--- src/rtl/store_buffer_pkg.sv ---
// Shared constants for the store buffer: ALU op codes, default depth and
// the alignment rule, plus small helpers to classify an alucode.
package store_buffer_pkg;

  localparam logic [5:0] ALU_LB  = 6'h20;
  localparam logic [5:0] ALU_LH  = 6'h21;
  localparam logic [5:0] ALU_LW  = 6'h22;
  localparam logic [5:0] ALU_LBU = 6'h23;
  localparam logic [5:0] ALU_LHU = 6'h24;
  localparam logic [5:0] ALU_SB  = 6'h28;
  localparam logic [5:0] ALU_SH  = 6'h29;
  localparam logic [5:0] ALU_SW  = 6'h2A;

  localparam logic ENABLE  = 1'b1;
  localparam logic DISABLE = 1'b0;

  localparam int SB_DEPTH = 4;

  // A halfword may not straddle a word; a word must sit on a word boundary.
  localparam logic [1:0] HALF_BAD_OFFSET = 2'd3;
  localparam logic [1:0] WORD_OK_OFFSET  = 2'd0;

  function automatic logic is_load_code(logic [5:0] alucode);
    return (alucode == ALU_LB) || (alucode == ALU_LBU) || (alucode == ALU_LH) ||
           (alucode == ALU_LHU) || (alucode == ALU_LW);
  endfunction

  function automatic logic is_store_code(logic [5:0] alucode);
    return (alucode == ALU_SB) || (alucode == ALU_SH) || (alucode == ALU_SW);
  endfunction

  function automatic logic is_misaligned(logic [5:0] alucode, logic [1:0] offset);
    case (alucode)
      ALU_LH, ALU_LHU, ALU_SH: return offset == HALF_BAD_OFFSET;
      ALU_LW, ALU_SW:          return offset != WORD_OK_OFFSET;
      default:                 return 1'b0;
    endcase
  endfunction

endpackage

--- src/rtl/store_buffer_if.sv ---
// Execute-stage op bus into the store buffer; the execute stage is the
// master, the store buffer the slave that answers with in_ready.
interface store_buffer_if #(parameter int ADDR_W = 17);
  logic              in_valid;
  logic              in_ready;
  logic              in_is_load;
  logic              in_is_store;
  logic [5:0]        in_alucode;
  logic [ADDR_W-1:0] in_addr;
  logic [31:0]       in_wdata;

  modport master (output in_valid, in_is_load, in_is_store, in_alucode, in_addr, in_wdata,
                  input  in_ready);
  modport slave  (input  in_valid, in_is_load, in_is_store, in_alucode, in_addr, in_wdata,
                  output in_ready);
endinterface

--- src/rtl/store_buffer_fifo.sv ---
// Pending-store storage: circular FIFO with per-entry valid bits and a
// word-address match vector used for load hazard detection.
module store_buffer_fifo import store_buffer_pkg::*; #(
  parameter int DEPTH  = SB_DEPTH,
  parameter int ADDR_W = 17
) (
  input  logic                       clk,
  input  logic                       rst_n,
  input  logic                       push,
  input  logic                       pop,
  input  logic [ADDR_W-1:0]          push_addr,
  input  logic [5:0]                 push_alucode,
  input  logic [31:0]                push_wdata,
  input  logic [ADDR_W-3:0]          match_word,
  output logic [ADDR_W-1:0]          head_addr,
  output logic [5:0]                 head_alucode,
  output logic [31:0]                head_wdata,
  output logic [$clog2(DEPTH):0]     count,
  output logic [$clog2(DEPTH)-1:0]   rd_ptr,
  output logic [DEPTH-1:0]           match_vec,
  output logic [DEPTH-1:0]           sw_vec,
  output logic [DEPTH-1:0][31:0]     entry_wdata
);

  localparam int PW = $clog2(DEPTH);

  logic [PW-1:0]     wr_ptr;
  logic [DEPTH-1:0]  valid;
  logic [ADDR_W-1:0] addr_q [DEPTH];
  logic [5:0]        alu_q  [DEPTH];
  logic [31:0]       data_q [DEPTH];

  // When full, push and pop hit the same slot; the later push keeps it valid.
  always_ff @(posedge clk or negedge rst_n) begin
    if (!rst_n) begin
      rd_ptr <= '0;
      wr_ptr <= '0;
      count  <= '0;
      valid  <= '0;
    end else begin
      if (pop) begin
        valid[rd_ptr] <= 1'b0;
        rd_ptr        <= rd_ptr + 1'b1;
      end
      if (push) begin
        valid[wr_ptr] <= 1'b1;
        wr_ptr        <= wr_ptr + 1'b1;
      end
      if (push && !pop)
        count <= count + 1'b1;
      else if (pop && !push)
        count <= count - 1'b1;
    end
  end

  always_ff @(posedge clk) begin
    if (push) begin
      addr_q[wr_ptr] <= push_addr;
      alu_q[wr_ptr]  <= push_alucode;
      data_q[wr_ptr] <= push_wdata;
    end
  end

  always_comb begin
    match_vec   = '0;
    sw_vec      = '0;
    entry_wdata = '0;
    for (int i = 0; i < DEPTH; i++) begin
      match_vec[i]   = valid[i] && (addr_q[i][ADDR_W-1:2] == match_word);
      sw_vec[i]      = valid[i] && (alu_q[i] == ALU_SW);
      entry_wdata[i] = data_q[i];
    end
  end

  assign head_addr    = addr_q[rd_ptr];
  assign head_alucode = alu_q[rd_ptr];
  assign head_wdata   = data_q[rd_ptr];

endmodule

--- src/rtl/store_buffer.sv ---
// Store buffer in front of data_memory: loads take the port first, queued
// stores drain in idle cycles. Optional load forwarding under STORE_FWD_EN.
module store_buffer import store_buffer_pkg::*; #(
  parameter int DEPTH  = SB_DEPTH,
  parameter int ADDR_W = 17
) (
  input  logic              clk,
  input  logic              rst_n,
  store_buffer_if.slave     op,
  input  logic              mem_wr_ready,
  output logic              mem_is_load,
  output logic              mem_is_store,
  output logic [5:0]        mem_alucode,
  output logic [ADDR_W-1:0] mem_r_addr,
  output logic [ADDR_W-1:0] mem_w_addr,
  output logic [31:0]       mem_w_data,
  output logic              load_issued,
  output logic              sb_empty,
  output logic              misalign_err,
  output logic [ADDR_W-1:0] misalign_addr,
  output logic              fwd_valid,
  output logic [31:0]       fwd_data
);

  localparam int             PW         = $clog2(DEPTH);
  localparam logic [PW:0]    FULL_COUNT = (PW+1)'(DEPTH);

  logic [ADDR_W-1:0]     head_addr;
  logic [5:0]            head_alucode;
  logic [31:0]           head_wdata;
  logic [PW:0]           count;
  logic [PW-1:0]         rd_ptr;
  logic [DEPTH-1:0]      match_vec;
  logic [DEPTH-1:0]      sw_vec;
  logic [DEPTH-1:0][31:0] entry_wdata;

  logic neither, illegal, misaligned, load_ok, store_ok;
  logic hazard, issue_load, drain, push, fwd_ok;

  store_buffer_fifo #(.DEPTH(DEPTH), .ADDR_W(ADDR_W)) u_fifo (
    .clk          (clk),
    .rst_n        (rst_n),
    .push         (push),
    .pop          (drain),
    .push_addr    (op.in_addr),
    .push_alucode (op.in_alucode),
    .push_wdata   (op.in_wdata),
    .match_word   (op.in_addr[ADDR_W-1:2]),
    .head_addr    (head_addr),
    .head_alucode (head_alucode),
    .head_wdata   (head_wdata),
    .count        (count),
    .rd_ptr       (rd_ptr),
    .match_vec    (match_vec),
    .sw_vec       (sw_vec),
    .entry_wdata  (entry_wdata)
  );

  assign neither    = !op.in_is_load && !op.in_is_store;
  assign illegal    = (op.in_is_load && op.in_is_store) ||
                      (op.in_is_load && !is_load_code(op.in_alucode)) ||
                      (op.in_is_store && !is_store_code(op.in_alucode));
  assign misaligned = !neither && !illegal && is_misaligned(op.in_alucode, op.in_addr[1:0]);
  assign load_ok    = op.in_valid && op.in_is_load && !illegal && !misaligned;
  assign store_ok   = op.in_valid && op.in_is_store && !illegal && !misaligned;

  // A load owns the port whenever it is free of hazards; drains fill the gaps.
  assign hazard     = |match_vec;
  assign issue_load = load_ok && !hazard;
  assign drain      = (count != '0) && mem_wr_ready && !issue_load;
  assign push       = store_ok && ((count != FULL_COUNT) || drain);

  assign op.in_ready = op.in_valid &&
                       (neither || illegal || misaligned || issue_load || fwd_ok || push);
  assign load_issued = issue_load;
  assign sb_empty    = (count == '0);

`ifdef STORE_FWD_EN
  logic [31:0] fwd_word;

  // Walk entries oldest to youngest so the last match wins.
  always_comb begin
    fwd_word = '0;
    for (int i = 0; i < DEPTH; i++) begin
      if (match_vec[rd_ptr + PW'(i)])
        fwd_word = entry_wdata[rd_ptr + PW'(i)];
    end
  end

  assign fwd_ok    = load_ok && hazard && (op.in_alucode == ALU_LW) &&
                     ((match_vec & ~sw_vec) == '0);
  assign fwd_valid = fwd_ok;
  assign fwd_data  = fwd_ok ? fwd_word : '0;
`else
  logic unused_fwd_inputs;
  assign unused_fwd_inputs = ^{rd_ptr, sw_vec, entry_wdata};
  assign fwd_ok    = 1'b0;
  assign fwd_valid = 1'b0;
  assign fwd_data  = '0;
`endif

  always_comb begin
    mem_is_load  = 1'b0;
    mem_is_store = 1'b0;
    mem_alucode  = '0;
    mem_r_addr   = '0;
    mem_w_addr   = '0;
    mem_w_data   = '0;
    if (issue_load) begin
      mem_is_load = 1'b1;
      mem_alucode = op.in_alucode;
      mem_r_addr  = op.in_addr;
    end else if (drain) begin
      mem_is_store = 1'b1;
      mem_alucode  = head_alucode;
      mem_w_addr   = head_addr;
      mem_w_data   = head_wdata;
    end
  end

  // Only the first rejected op is recorded; later ones leave the log intact.
  always_ff @(posedge clk or negedge rst_n) begin
    if (!rst_n) begin
      misalign_err  <= 1'b0;
      misalign_addr <= '0;
    end else if (op.in_valid && misaligned && !misalign_err) begin
      misalign_err  <= 1'b1;
      misalign_addr <= op.in_addr;
    end
  end

endmodule

--- src/flat_wrapper.sv ---
// flat-port wrapper written by rule: the top's interface ports become plain ports
module store_buffer_flat import store_buffer_pkg::*;
#(
  parameter int DEPTH  = SB_DEPTH,
  parameter int ADDR_W = 17
)
  (clk, rst_n, mem_wr_ready, mem_is_load, mem_is_store, mem_alucode, mem_r_addr, mem_w_addr, mem_w_data, load_issued, sb_empty, misalign_err, misalign_addr, fwd_valid, fwd_data, op_in_valid, op_in_is_load, op_in_is_store, op_in_alucode, op_in_addr, op_in_wdata, op_in_ready);
  store_buffer_if #(.ADDR_W(ADDR_W)) op_i ();
  input  logic clk;
  input  logic rst_n;
  input  logic mem_wr_ready;
  output logic mem_is_load;
  output logic mem_is_store;
  output logic [5:0] mem_alucode;
  output logic [ADDR_W-1:0] mem_r_addr;
  output logic [ADDR_W-1:0] mem_w_addr;
  output logic [31:0] mem_w_data;
  output logic load_issued;
  output logic sb_empty;
  output logic misalign_err;
  output logic [ADDR_W-1:0] misalign_addr;
  output logic fwd_valid;
  output logic [31:0] fwd_data;
  input wire logic [$bits(op_i.in_valid)-1:0] op_in_valid;
  input wire logic [$bits(op_i.in_is_load)-1:0] op_in_is_load;
  input wire logic [$bits(op_i.in_is_store)-1:0] op_in_is_store;
  input wire logic [$bits(op_i.in_alucode)-1:0] op_in_alucode;
  input wire logic [$bits(op_i.in_addr)-1:0] op_in_addr;
  input wire logic [$bits(op_i.in_wdata)-1:0] op_in_wdata;
  output wire logic [$bits(op_i.in_ready)-1:0] op_in_ready;
  assign op_i.in_valid = op_in_valid;
  assign op_i.in_is_load = op_in_is_load;
  assign op_i.in_is_store = op_in_is_store;
  assign op_i.in_alucode = op_in_alucode;
  assign op_i.in_addr = op_in_addr;
  assign op_i.in_wdata = op_in_wdata;
  assign op_in_ready = op_i.in_ready;
  store_buffer #(.DEPTH(DEPTH), .ADDR_W(ADDR_W)) u_core (.clk(clk), .rst_n(rst_n), .op(op_i), .mem_wr_ready(mem_wr_ready), .mem_is_load(mem_is_load), .mem_is_store(mem_is_store), .mem_alucode(mem_alucode), .mem_r_addr(mem_r_addr), .mem_w_addr(mem_w_addr), .mem_w_data(mem_w_data), .load_issued(load_issued), .sb_empty(sb_empty), .misalign_err(misalign_err), .misalign_addr(misalign_addr), .fwd_valid(fwd_valid), .fwd_data(fwd_data));
endmodule
--- config.mk ---
export PLATFORM = sky130hd
export DESIGN_NAME = store_buffer_flat
export DESIGN_NICKNAME = d
export VERILOG_FILES = /design/src/rtl/store_buffer_pkg.sv /design/src/rtl/store_buffer_if.sv /design/src/rtl/store_buffer_fifo.sv /design/src/rtl/store_buffer.sv /design/src/flat_wrapper.sv
export SDC_FILE = /design/constraint.sdc
export NUM_CORES = 1
export LEC_CHECK = 0
export ABC_AREA = 1
export BUFFER_PORTS_ARGS = -buffer_cell sky130_fd_sc_hd__buf_2
export CORE_ASPECT_RATIO = 1.5
export CORE_MARGIN = 10
export CORE_UTILIZATION = 40
export CTS_CLUSTER_DIAMETER = 200
export DETAILED_ROUTE_END_ITERATION = 16
export GPL_TIMING_DRIVEN = 0
export PLACE_DENSITY = 0.65
export SLEW_MARGIN = 20
export SYNTH_ARGS = -nofsm -noshare
export SYNTH_HDL_FRONTEND = slang
export SYNTH_SLANG_ARGS = --single-unit
--- constraint.sdc ---
create_clock -name clk -period 10.45 [get_ports clk]
set_clock_uncertainty 0.1 [all_clocks]
set_input_delay 1.5675 -clock clk [delete_from_list [all_inputs] [get_ports clk]]
set_output_delay 1.5675 -clock clk [all_outputs]
set_load 0.02 [all_outputs]
# Word level (Yosys, flattened, before mapping)
# Memories as Yosys holds them, arrays and structs flattened.
# Cells that the tools add are included.
# word_totals
input_bits,61
mem_count,3
regBits,29
ramBits,220
wordCells,114
# op_classes
add_sub_neg,4
n_lt_le_gt_ge,4
bitwise,3
n_eq_ne,14
reduce_logical,59
mux,21
# memory_table
name,words,width,read_ports,rd_clocked_by_memory_dff,wr,line_no,source
u_core.u_fifo.data_q,4,32,1,0,1,store_buffer_fifo.sv:31,logic [31:0] data_q [DEPTH];
u_core.u_fifo.addr_q,4,17,5,0,1,store_buffer_fifo.sv:29,logic [ADDR_W-1:0] addr_q [DEPTH];
u_core.u_fifo.alu_q,4,6,1,0,1,store_buffer_fifo.sv:30,logic [5:0] alu_q [DEPTH];
# ops
operator,count
32-bit two-way mux,2
15-bit equality test,4
17-bit two-way mux,3
"6-bit equality test, second input constant",8
1-bit logical AND,27
1-bit logical OR,13
1-bit zero test,12
6-bit two-way mux,2
4-bit two-way mux,2
1-bit two-way mux,7
"2-bit by 3-bit less-than comparator with 1-bit output, second input constant",2
3-bit two-way mux,2
"2-bit by 1-bit adder with 2-bit output, second input constant",2
4-bit bitwise AND,1
1-bit demux with 2-bit select,2
"2-bit by 1-bit >= comparator with 1-bit output, second input constant",2
4-bit NOT,1
4-bit bitwise OR,1
2-bit nonzero test,2
4-bit OR reduction,1
"3-bit by 1-bit adder with 3-bit output, second input constant",1
3-bit zero test,1
"3-bit inequality test, second input constant",1
3-bit nonzero test,1
other kinds (5),5

# Longest topological paths before layout
# Gate-level depths: netlist (run 1).
# depth
depth_word,23
mapped_depth,22
depth_no_buf,21

# Modules after synthesis
# From an unflattened synthesis (run 1), not the netlist that was laid out.
# hier_totals
cells_unflattened,1133
hier_area_um2,11651.2
# modules_own_cells
mod,cells_each,seq_area_each_um2,area_each_um2,n_inst
store_buffer_fifo,836,6881.6,9853.2,1
store_buffer,297,450.4,1798.0,1

# Worst setup path after synthesis (run 1)
# OpenSTA, ideal clock, no wires.
# synth_timing
kind,input to register
from,input op_in_alucode[5]
to,memory u_core.u_fifo.addr_q[0][0] (enable)
stages,13
t_arrival_ps,4996
required_time_ps,9882
path_buffers,1
path_slack_ps,4885
path_cell_list,inv_1 > nor2_1 > nand4_1 > nand2_1 > nand3_1 > nor2_1 > nor2_1 > nand3_4 > nand2_4 > nand2_2 > nand2_2 > buf_6 > nor2_1
# synth_via
elab_chain_cells,21
word_cells_on_any_way,38
# synth_lines
item,line_no,source
from (decl),flat_wrapper.sv:27,input wire logic [$bits(op_i.in_alucode)-1:0] op_in_alucode;
6-bit equality test,store_buffer_pkg.sv:24,return (alucode == ALU_LB) || (alucode == ALU_LBU) || (alucode == ALU_LH) ||
1-bit logical OR (3 in a row),store_buffer_pkg.sv:24,
1-bit logical OR,store_buffer_pkg.sv:25,(alucode == ALU_LHU) || (alucode == ALU_LW);
1-bit zero test,store_buffer.sv:61,(op.in_is_load && !is_load_code(op.in_alucode)) ||
1-bit logical AND,store_buffer.sv:61,
1-bit logical OR,store_buffer.sv:60,assign illegal = (op.in_is_load && op.in_is_store) ||
1-bit logical OR,store_buffer.sv:61,
1-bit zero test,"store_buffer.sv:63, store_buffer.sv:64, store_buffer.sv:65",
(+3 left out),--,
1-bit logical AND,store_buffer.sv:64,assign load_ok = op.in_valid && op.in_is_load && !illegal && !misaligned;
1-bit logical AND,store_buffer.sv:69,assign issue_load = load_ok && !hazard;
1-bit zero test,store_buffer.sv:70,assign drain = (count != '0) && mem_wr_ready && !issue_load;
1-bit logical AND,store_buffer.sv:70,
1-bit logical OR,store_buffer.sv:71,assign push = store_ok && ((count != FULL_COUNT) || drain);
1-bit logical AND (*),store_buffer.sv:71,
1-bit two-way mux (*),store_buffer_fifo.sv:57,if (push) begin
1-bit two-way mux (implied by the code) (*),store_buffer_fifo.sv:58,addr_q[wr_ptr] <= push_addr;
to (decl),store_buffer_fifo.sv:29,
# Every way passes the cells marked *; elsewhere a longest branch is shown, timed or not.

# Worst setup path after layout (run 1)
# layout_timing
from,input op_in_alucode[5]
to,output mem_alucode[0]
# layout_via
elab_chain_cells,19
word_cells_on_any_way,34
# layout_lines
item,line_no,source
6-bit equality test,store_buffer_pkg.sv:24,
1-bit logical OR (3 in a row),store_buffer_pkg.sv:24,
1-bit logical OR,store_buffer_pkg.sv:25,
1-bit zero test,store_buffer.sv:61,
1-bit logical AND,store_buffer.sv:61,
1-bit logical OR,store_buffer.sv:60,
1-bit logical OR,store_buffer.sv:61,
1-bit zero test,"store_buffer.sv:63, store_buffer.sv:64",
1-bit logical AND (2 in a row),store_buffer.sv:63,"assign misaligned = !neither && !illegal && is_misaligned(op.in_alucode, op.in_addr[1:0]);"
1-bit zero test,store_buffer.sv:64,
1-bit logical AND (*),store_buffer.sv:64,
1-bit logical AND (*),store_buffer.sv:69,
1-bit zero test,store_buffer.sv:70,
1-bit logical AND,store_buffer.sv:70,
6-bit two-way mux,store_buffer.sv:113,end else if (drain) begin
6-bit two-way mux (*),store_buffer.sv:109,if (issue_load) begin
to (decl),flat_wrapper.sv:14,output logic [5:0] mem_alucode;
# Marks and branches as above.

==> Implementation_results.wiki, run 1 <==
{| class="wikitable"
! Metric !! Value
|-
| Status || completed
|-
| Synth warn || 0
|-
| Number of cells traversed by the worst hold path || 2
|-
| Area of the multi-input gates || 0.00327 sq mm
|-
| Initial standard-cell utilization of the core || 0.403
|-
| Crit path max-delay family || simple AND/OR/NAND/NOR gates
|-
| Tightest slew margin relative to the limit || 0.460
|-
| Final setup vio count || 0
|-
| Worst Min Path Start || u_core.misalign_addr[3]$_DFFE_PN0P_
|-
| Wire length of the first global-routing pass || 48.9 mm
|-
| Unrepaired setup endpoints after global routing || no
|-
| Data required time of the critical path || 8.78 ns
|-
| Pleak || roughly 5.7 nW
|-
| Post-synthesis cell count || 1,109
|-
| Fraction of synthesis flops using an asynchronous set or reset pin || 0.116
|-
| Leftover overflow at the end of global routing || 0
|-
| WL final || 32.3 mm
|-
| Buffers added on ports || 155
|-
| Filler cell count || 2,512
|-
| Setup slack, reg-to-reg || ~7.3 ns
|-
| Drt via density || 5.03
|-
| Cell count of the worst reg-to-reg path || 16
|-
| Clock period minus final worst setup slack || 5.46 ns
|-
| Hold-critical path endpoint || u_core.misalign_addr[3]$_DFFE_PN0P_
|-
| Count of antenna diodes in the layout || 0
|-
| Most frequent cell after synthesis || sky130_fd_sc_hd__edfxtp_1
|-
| TritonCTS clock tree || done
|-
| Antenna viol nets, final || 0
|-
| Largest stage delay on the critical path || 0.53 ns
|-
| Post-CTS Hold Fix Bufs || 0
|-
| Sinks on Clock Net || 249
|-
| DIE AREA || 0.0354 sq mm
|-
| Share of the synthesized area in the top cell type || 0.588
|-
| Clock Latency Late Sink || 0.53 ns
|-
| Via count of the first global-routing pass || 8,454
|-
| Fraction of layout instances using a drive strength above 1 || 0.204
|-
| Clock buffer depth || 3
|-
| Area leader, netlist || sky130_fd_sc_hd__edfxtp_1
|-
| Total DRC errors in the routed layout || 0
|-
| TNS Setup || 0 ns
|-
| Die boundary width || 157 microns
|-
| Post-synth EDFFs || 220
|-
| Sequential cell area || about 0.0073 sq mm
|-
| Total power after layout || 0.00315 W
|-
| GRT Overall Usage || 0.179
|-
| Antenna violations before repair || 4
|-
| Average footprint of a synthesized cell || 10.1 sq um
|-
| Category of the critical setup timing path || primary input to output port
|-
| Register area share after synthesis || 0.652
|-
| Worst hold path type || register to register
|-
| FF+latch count, synth || 249
|-
| Row count || 75
|-
| Violation count after the first detailed-route iteration || 613
|-
| Power density of the placed cells || around 230 mW/mm^2
|-
| Slowest library cell on the worst path || sky130_fd_sc_hd__clkbuf_1
|-
| List of cells traversed by the critical path || buf_2 -> inv_1 -> nor2_1 -> nand4_1 -> nand2_1 -> nand3_1 -> nor2_1 -> nor2_1 -> nand3_4 -> clkbuf_1 -> o21ai_0 -> buf_2
|-
| Count of cell types in the netlist || 33
|-
| Boundary pin count || 189
|-
| Fmax achieved || 183 MHz
|-
| Cell at the root of the clock tree || sky130_fd_sc_hd__clkbuf_16
|-
| Total standard cell area after synthesis || 0.0112 sq mm
|-
| Pin count of the biggest net entering global routing || 30
|-
| Total buffers and inverters traversed by the critical path || 4
|-
| Crit Path Max Fanout || 10
|-
| Post-detail-place hpwl || about 23 mm
|-
| Number of buffers inserted by post-CTS setup repair || 0
|-
| Kind of launch point of the worst setup path || primary input
|-
| Deepest level of the CTS H-tree || 1
|-
| Global placer's final weighted congestion || 0.896
|-
| Tcrit/Tclk final || 0.522
|-
| Top post-synthesis cells by area || sky130_fd_sc_hd__edfxtp_1, sky130_fd_sc_hd__nor2_1, sky130_fd_sc_hd__dfrtp_1
|-
| # nets final || 1,403
|-
| Via total after detailed routing || 8,537
|-
| Commonest register cell after synthesis || sky130_fd_sc_hd__edfxtp_1
|-
| Die height || 225 microns
|-
| Post-CTS clock slew at the launch and capture registers of the worst setup and hold paths || roughly 0.070 ns
|-
| Detailed-router iteration count before antenna repair || 9
|-
| Critical R2R Launch || u_core.u_fifo.addr_q[0][14]$_DFFE_PP_
|-
| Count of instances resized after the clock tree is built || 0
|-
| Capturing element type of the critical path || output port
|-
| Placeable core area || 0.0279 sq mm
|-
| Mean routed wirelength per cell || 19.1 microns
|-
| Count of pins over their slew limit || 0
|-
| Worst VDD drop || 0.151 mV
|-
| Destination of the worst register-to-register timing path || u_core.u_fifo.data_q[1][0]$_DFFE_PP_
|-
| CTS Buf Count || 24
|-
| Synth-to-Final Area Change || 22.3%
|-
| Cell repeated most along the worst path || sky130_fd_sc_hd__nor2_1
|-
| Leading cell types by count after synthesis || sky130_fd_sc_hd__edfxtp_1, sky130_fd_sc_hd__nor2_1, sky130_fd_sc_hd__nand2_1
|-
| Crit path arrival time || ~3.8 ns
|-
| Number of max-capacitance violations reported || 0
|-
| Hold Vio Cnt, Final || 0
|-
| Transition time at the pin with the least slew margin || 0.809 ns
|}
[layout by cell type (no fill, tap or decap), drive strengths merged, types with 29 or more instances in the layout]
cell type,synthesis,routed
o21ai,145,145
a21oi,80,80
clkbuf,37,68
nand2,195,195
nor2,220,220
buf,45,210
dfrtp,29,29
conb,1,33
edfxtp,220,220
inv,87,87
[worst reg2reg max path, cell delays in order (launching register included)]
cell and delay, ns:
sky130_fd_sc_hd__edfxtp_1 0.35, sky130_fd_sc_hd__inv_1 0.07, sky130_fd_sc_hd__nand2_1 0.10, sky130_fd_sc_hd__nand2_1 0.07, sky130_fd_sc_hd__nor2_1 0.18, sky130_fd_sc_hd__nand2_1 0.07, sky130_fd_sc_hd__nor2_1 0.11, sky130_fd_sc_hd__nand2_1 0.06
sky130_fd_sc_hd__nand2_1 0.08, sky130_fd_sc_hd__nor2_2 0.06, sky130_fd_sc_hd__nand3_4 0.10, sky130_fd_sc_hd__nand2_4 0.15, sky130_fd_sc_hd__nand2_2 0.13, sky130_fd_sc_hd__nand2_2 0.08, sky130_fd_sc_hd__buf_6 0.18, sky130_fd_sc_hd__nor2_4 0.63
sky130_fd_sc_hd__buf_12 0.28
[worst max-delay path by stage]
stage / from / endpoint / slack [ns] / cells past startpoint
2_1_floorplan: op_in_alucode[5] / u_core.u_fifo.addr_q[0][0]$_DFFE_PP_ / 4.89 / 13
3_3_place_gp: op_in_addr[13] / u_core.u_fifo.data_q[0][3]$_DFFE_PP_ / 2.29 / 16
3_5_place_dp: op_in_alucode[5] / mem_alucode[0] / 5.00 / 12
4_1_cts: op_in_alucode[5] / mem_alucode[0] / 4.99 / 12
5_1_grt: op_in_alucode[5] / mem_alucode[0] / 4.80 / 12
6_report: op_in_alucode[5] / mem_alucode[0] / 4.99 / 12
[cell type report]
class                      count  share of cell area
timing repair buffer         165              0.0748
inverter                      89              0.0243
tap                          346              0.0315
clock buffer                  31              0.0517
multi-input combinational    721               0.238
buffer                        82              0.0330
sequential                   249               0.533
clock inverter                13              0.0136
[flip-flops by register name (all words and copies together) (netlist names)]
name,count
u_core.misalign_err,1
u_core.u_fifo.data_q,128
u_core.u_fifo.count,3
u_core.u_fifo.rd_ptr,2
u_core.u_fifo.wr_ptr,2
u_core.u_fifo.addr_q,68
u_core.u_fifo.alu_q,24
u_core.misalign_addr,17
u_core.u_fifo.valid,4
[metrics by stage]
step,hold WS [ns],utilization,worst slack (ns),instances,instance area (sq um)
after floorplan,0.348,-,4.89,1141,11400
after global placement,0.360,0.451,2.29,1642,12600
after detailed placement,0.369,0.461,5.00,1652,12900
after CTS,0.385,0.493,4.99,1696,13800
after global routing,0.399,0.493,4.80,1696,13800
final,0.378,0.493,4.99,1696,13800
[routing by layer]
metal,global-route usage,part of all wire
met5,0,0.0014
met4,0.0620,0.026
met3,0.0384,0.071
met2,0.316,0.51
met1,0.209,0.39
[power breakdown]
part           switching [W]  internal [W]
Combinational       0.000727      0.000294
Clock               0.000375      0.000602
Sequential         0.0000265       0.00113
[cells by family (layout without fill, tap and decap cells)]
family | count (synthesis) | count (layout) | share of synthesized area
XOR/XNOR | 9 | 9 | 0.00701
adder cells (fa/ha/maj) | 10 | 10 | 0.0118
other | 1 | 33 | 0.000334
flip-flops | 249 | 249 | 0.652
multiplexers | 1 | 1 | 0.00100
AND/OR/NAND/NOR | 433 | 433 | 0.150
AO/OA/AOI/OAI | 235 | 235 | 0.108
buffers and inverters | 171 | 380 | 0.0701
Power figures use the tool's default switching activity.
==> inputs of run 2 (changes only) <==
==> constraint.sdc (replaced) <==
create_clock -name clk -period 5.35 [get_ports clk]
set_clock_uncertainty 0.1 [all_clocks]
set_input_delay 0.8025 -clock clk [delete_from_list [all_inputs] [get_ports clk]]
set_output_delay 0.8025 -clock clk [all_outputs]
set_load 0.02 [all_outputs]
==> run 2 against run 1 <==
Compared with the run above:
- global-route usage hardly changed
- die area stayed put
- register-to-register slack worse by 5.1 ns
- cell area stayed put
- utilization stayed put
- routed wire length is 0.28% lower
- total power is 95% higher
- final cell count stayed put
- largest cell class unchanged
- largest power group unchanged
==> Implementation_results.wiki, run 2 (synthesized netlist as in run 1, its figures left out) <==
{| class="wikitable"
! Metric !! Value
|-
| Status || completed (unchanged)
|-
| Crit Path Max Fanout || 10 (unchanged)
|-
| Post-CTS Hold Fix Bufs || 0 (unchanged)
|-
| Flip-flop count of the largest register, all copies and words added || 128 (unchanged)
|-
| TritonCTS clock tree || done (unchanged)
|-
| Most frequent cells in the layout || sky130_fd_sc_hd__edfxtp_1, sky130_fd_sc_hd__nor2_1, sky130_fd_sc_hd__nand2_1, sky130_fd_sc_hd__buf_2, sky130_fd_sc_hd__o21ai_0 (unchanged)
|-
| Power density of the placed cells || 448 mW/mm^2 (was 229 mW/mm^2)
|-
| Pin count of the biggest net entering global routing || 30 (unchanged)
|-
| Deepest level of the CTS H-tree || 1 (unchanged)
|-
| Total DRC errors in the routed layout || 0 (unchanged)
|-
| CTS Buf Count || 24 (unchanged)
|-
| Clock buffer depth || 3 (unchanged)
|-
| Unrepaired setup endpoints after global routing || no (unchanged)
|-
| Portion of total power attributed to sequential cells || 0.367 (about the same)
|-
| TNS Setup || 0 ns (unchanged)
|-
| Worst path setup slack after routing || 1.38 ns (was 4.99 ns)
|-
| Number of buffers inserted by post-CTS setup repair || 0 (unchanged)
|-
| Fraction of layout instances using a drive strength above 1 || 0.204 (unchanged)
|-
| Count of pins over their slew limit || 0 (unchanged)
|-
| Registers with the most flip-flops || u_core.u_fifo.data_q (128), u_core.u_fifo.addr_q (68), u_core.u_fifo.alu_q (24) (unchanged)
|-
| WL final || 32.3 mm (about the same)
|-
| Mean routed wirelength per cell || 19.0 microns (was 19.1 microns)
|-
| Leftover overflow at the end of global routing || 0 (unchanged)
|-
| Clock period minus final worst setup slack || between 3 and 4 ns
|-
| Commonest non-fill, non-tap cell in the layout || sky130_fd_sc_hd__edfxtp_1 (unchanged)
|-
| Via count of the first global-routing pass || 8,454 (unchanged)
|-
| Detailed-router iteration count before antenna repair || 5 (was 9)
|-
| Data required time of the critical path || 4.45 ns (was 8.78 ns)
|-
| Top metal layer carrying routed signals || met5 (unchanged)
|-
| Antenna viol nets, final || 0 (unchanged)
|-
| Cell count of the worst reg-to-reg path || 16 (unchanged)
|-
| Kind of launch point of the worst setup path || register (was primary input)
|-
| Worst VDD drop || 0.295 mV (was 0.151 mV)
|-
| Wire length of the first global-routing pass || 48.9 mm (about the same)
|-
| Clk pwr share || 0.310 (about the same)
|-
| Cell at the root of the clock tree || sky130_fd_sc_hd__clkbuf_16 (unchanged)
|-
| Wire length the detailed router placed on met1 || 12.6 mm (was 12.5 mm)
|-
| DIE AREA || 0.0354 sq mm (unchanged)
|-
| Global placer's final weighted congestion || 0.896 (unchanged)
|-
| Setup slack, reg-to-reg || 2.23 ns (was 7.34 ns)
|-
| Filler cell count || 2,512 (unchanged)
|-
| Power spent charging and discharging nets || 0.00220 W (was 0.00113 W)
|-
| Final cell utilization of the core || 0.493 (unchanged)
|-
| Transition time at the pin with the least slew margin || 0.795 ns (was 0.809 ns)
|-
| Synth-to-Final Area Change || 22.3% (unchanged)
|-
| Post-detail-place hpwl || 23.0 mm (unchanged)
|-
| Tcrit/Tclk final || 0.741
|-
| Violation count after the first detailed-route iteration || 554 (was 613)
|-
| Pleak || 5.74 nW (unchanged)
|-
| Post-CTS clock slew at the launch and capture registers of the worst setup and hold paths || 0.07 ns (about the same)
|-
| Hold Vio Cnt, Final || 0 (unchanged)
|-
| Buffers added on ports || 155 (unchanged)
|-
| Antenna violations before repair || 4 (unchanged)
|-
| Tightest slew margin relative to the limit || 0.469 (was 0.460)
|-
| Row count || 75 (unchanged)
|-
| Most flop-heavy register || u_core.u_fifo.data_q (unchanged)
|-
| GRT Overall Usage || 0.179 (about the same)
|-
| Count of instances resized after the clock tree is built || 0 (unchanged)
|-
| Crit path arrival time || 3.06 ns (was 3.79 ns)
|-
| Clock Latency Late Sink || 0.52 ns (was 0.53 ns)
|-
| Die boundary width || 157 microns (unchanged)
|-
| Destination of the worst register-to-register timing path || u_core.u_fifo.data_q[1][0]$_DFFE_PP_ (unchanged)
|-
| Count of antenna diodes in the layout || 0 (unchanged)
|-
| Worst hold path type || primary input to async pin (was register to register)
|-
| Initial standard-cell utilization of the core || 0.403 (unchanged)
|-
| Category of the critical setup timing path || register to output port (was primary input to output port)
|-
| Total length of routed met3 wires || 2.24 mm (was 2.31 mm)
|-
| Placeable core area || 0.0279 sq mm (unchanged)
|-
| Capturing element type of the critical path || output port (unchanged)
|-
| Critical R2R Launch || u_core.u_fifo.addr_q[0][14]$_DFFE_PP_ (unchanged)
|-
| Switching part of the total power || 0.357 (was 0.358)
|-
| # nets final || 1,403 (unchanged)
|-
| Boundary pin count || 189 (unchanged)
|-
| Via total after detailed routing || 8,508 (was 8,537)
|-
| Die height || 225 microns (unchanged)
|-
| Pint || 0.00396 W (was 0.00203 W)
|-
| Fmax achieved || 252 MHz
|-
| Drt via density || 5.02 (was 5.03)
|-
| Number of max-capacitance violations reported || 0 (unchanged)
|-
| Post-place setup slack || 1.43 ns (was 5.00 ns)
|-
| Final setup vio count || 0 (unchanged)
|-
| Hold slack || 0.216 ns (was 0.378 ns)
|-
| Routed length on met2 || 16.5 mm (was 16.6 mm)
|-
| Combinational Power Share || 0.323 (about the same)
|-
| Total power after layout || 0.00616 W (was 0.00315 W)
|-
| Sinks on Clock Net || 249 (unchanged)
|}
run 2: cell counts in the layout (fill, tap and decap cells not counted):
Identical to the previous run, type by type.
run 2: metal layers:
metal,track usage,vias to the layer above
met4,0.0617,8
met3,0.0374,60
met1,0.209,4035
met5,0,-
met2,0.317,293
li1,-,4112
run 2: layout make-up:
| cell class | count | area, sq um | share of cell area |
|---|---|---|---|
| well taps | 346 | 433 | 0.0315 |
| clock inverters | 13 | 188 | 0.0136 |
| flip-flops and latches | 249 | 7330 | 0.533 |
| plain buffers | 82 | 454 | 0.0330 |
| clock buffers | 31 | 711 | 0.0517 |
| inverters | 89 | 334 | 0.0243 |
| repair buffers | 165 | 1030 | 0.0748 |
| multi-input cells | 721 | 3270 | 0.238 |
run 2: power groups by stage:
stage                     clock [W]  combinational (W)  sequential, W
final                       0.00191            0.00199        0.00226
after global routing        0.00201            0.00223        0.00227
after floorplan                   0            0.00125        0.00229
after CTS                   0.00194            0.00202        0.00226
after detailed placement          0            0.00201        0.00230
after global placement            0            0.00196        0.00231
run 2: critical path, stage by stage (launching register included):
cell and delay [ns]:
sky130_fd_sc_hd__dfrtp_1 0.40, sky130_fd_sc_hd__clkbuf_1 0.37, sky130_fd_sc_hd__clkinv_1 0.37, sky130_fd_sc_hd__clkbuf_1 0.31, sky130_fd_sc_hd__clkbuf_1 0.34, sky130_fd_sc_hd__nand2_1 0.15, sky130_fd_sc_hd__o211ai_1 0.09, sky130_fd_sc_hd__a21oi_1 0.29
sky130_fd_sc_hd__buf_2 0.23
run 2: how the worst max path moves through the flow:
stage / end / start / slack, ns / cells past startpoint
2_1_floorplan: u_core.u_fifo.addr_q[0][0]$_DFFE_PP_ / op_in_alucode[5] / 0.55 / 13
6_report: mem_w_addr[15] / u_core.u_fifo.rd_ptr[0]$_DFFE_PN0N_ / 1.38 / 8
4_1_cts: mem_w_addr[15] / u_core.u_fifo.rd_ptr[0]$_DFFE_PN0N_ / 1.24 / 8
3_5_place_dp: mem_alucode[0] / op_in_alucode[5] / 1.43 / 12
5_1_grt: mem_w_addr[15] / u_core.u_fifo.rd_ptr[0]$_DFFE_PN0N_ / 1.13 / 7
3_3_place_gp: u_core.u_fifo.data_q[0][3]$_DFFE_PP_ / op_in_addr[13] / -2.05 / 16
run 2: stage by stage:
step	std cells	cell area, sq um
4_1_cts	1696	13800
6_report	1696	13800
3_5_place_dp	1652	12900
5_1_grt	1696	13800
2_1_floorplan	1141	11400
3_3_place_gp	1642	12600
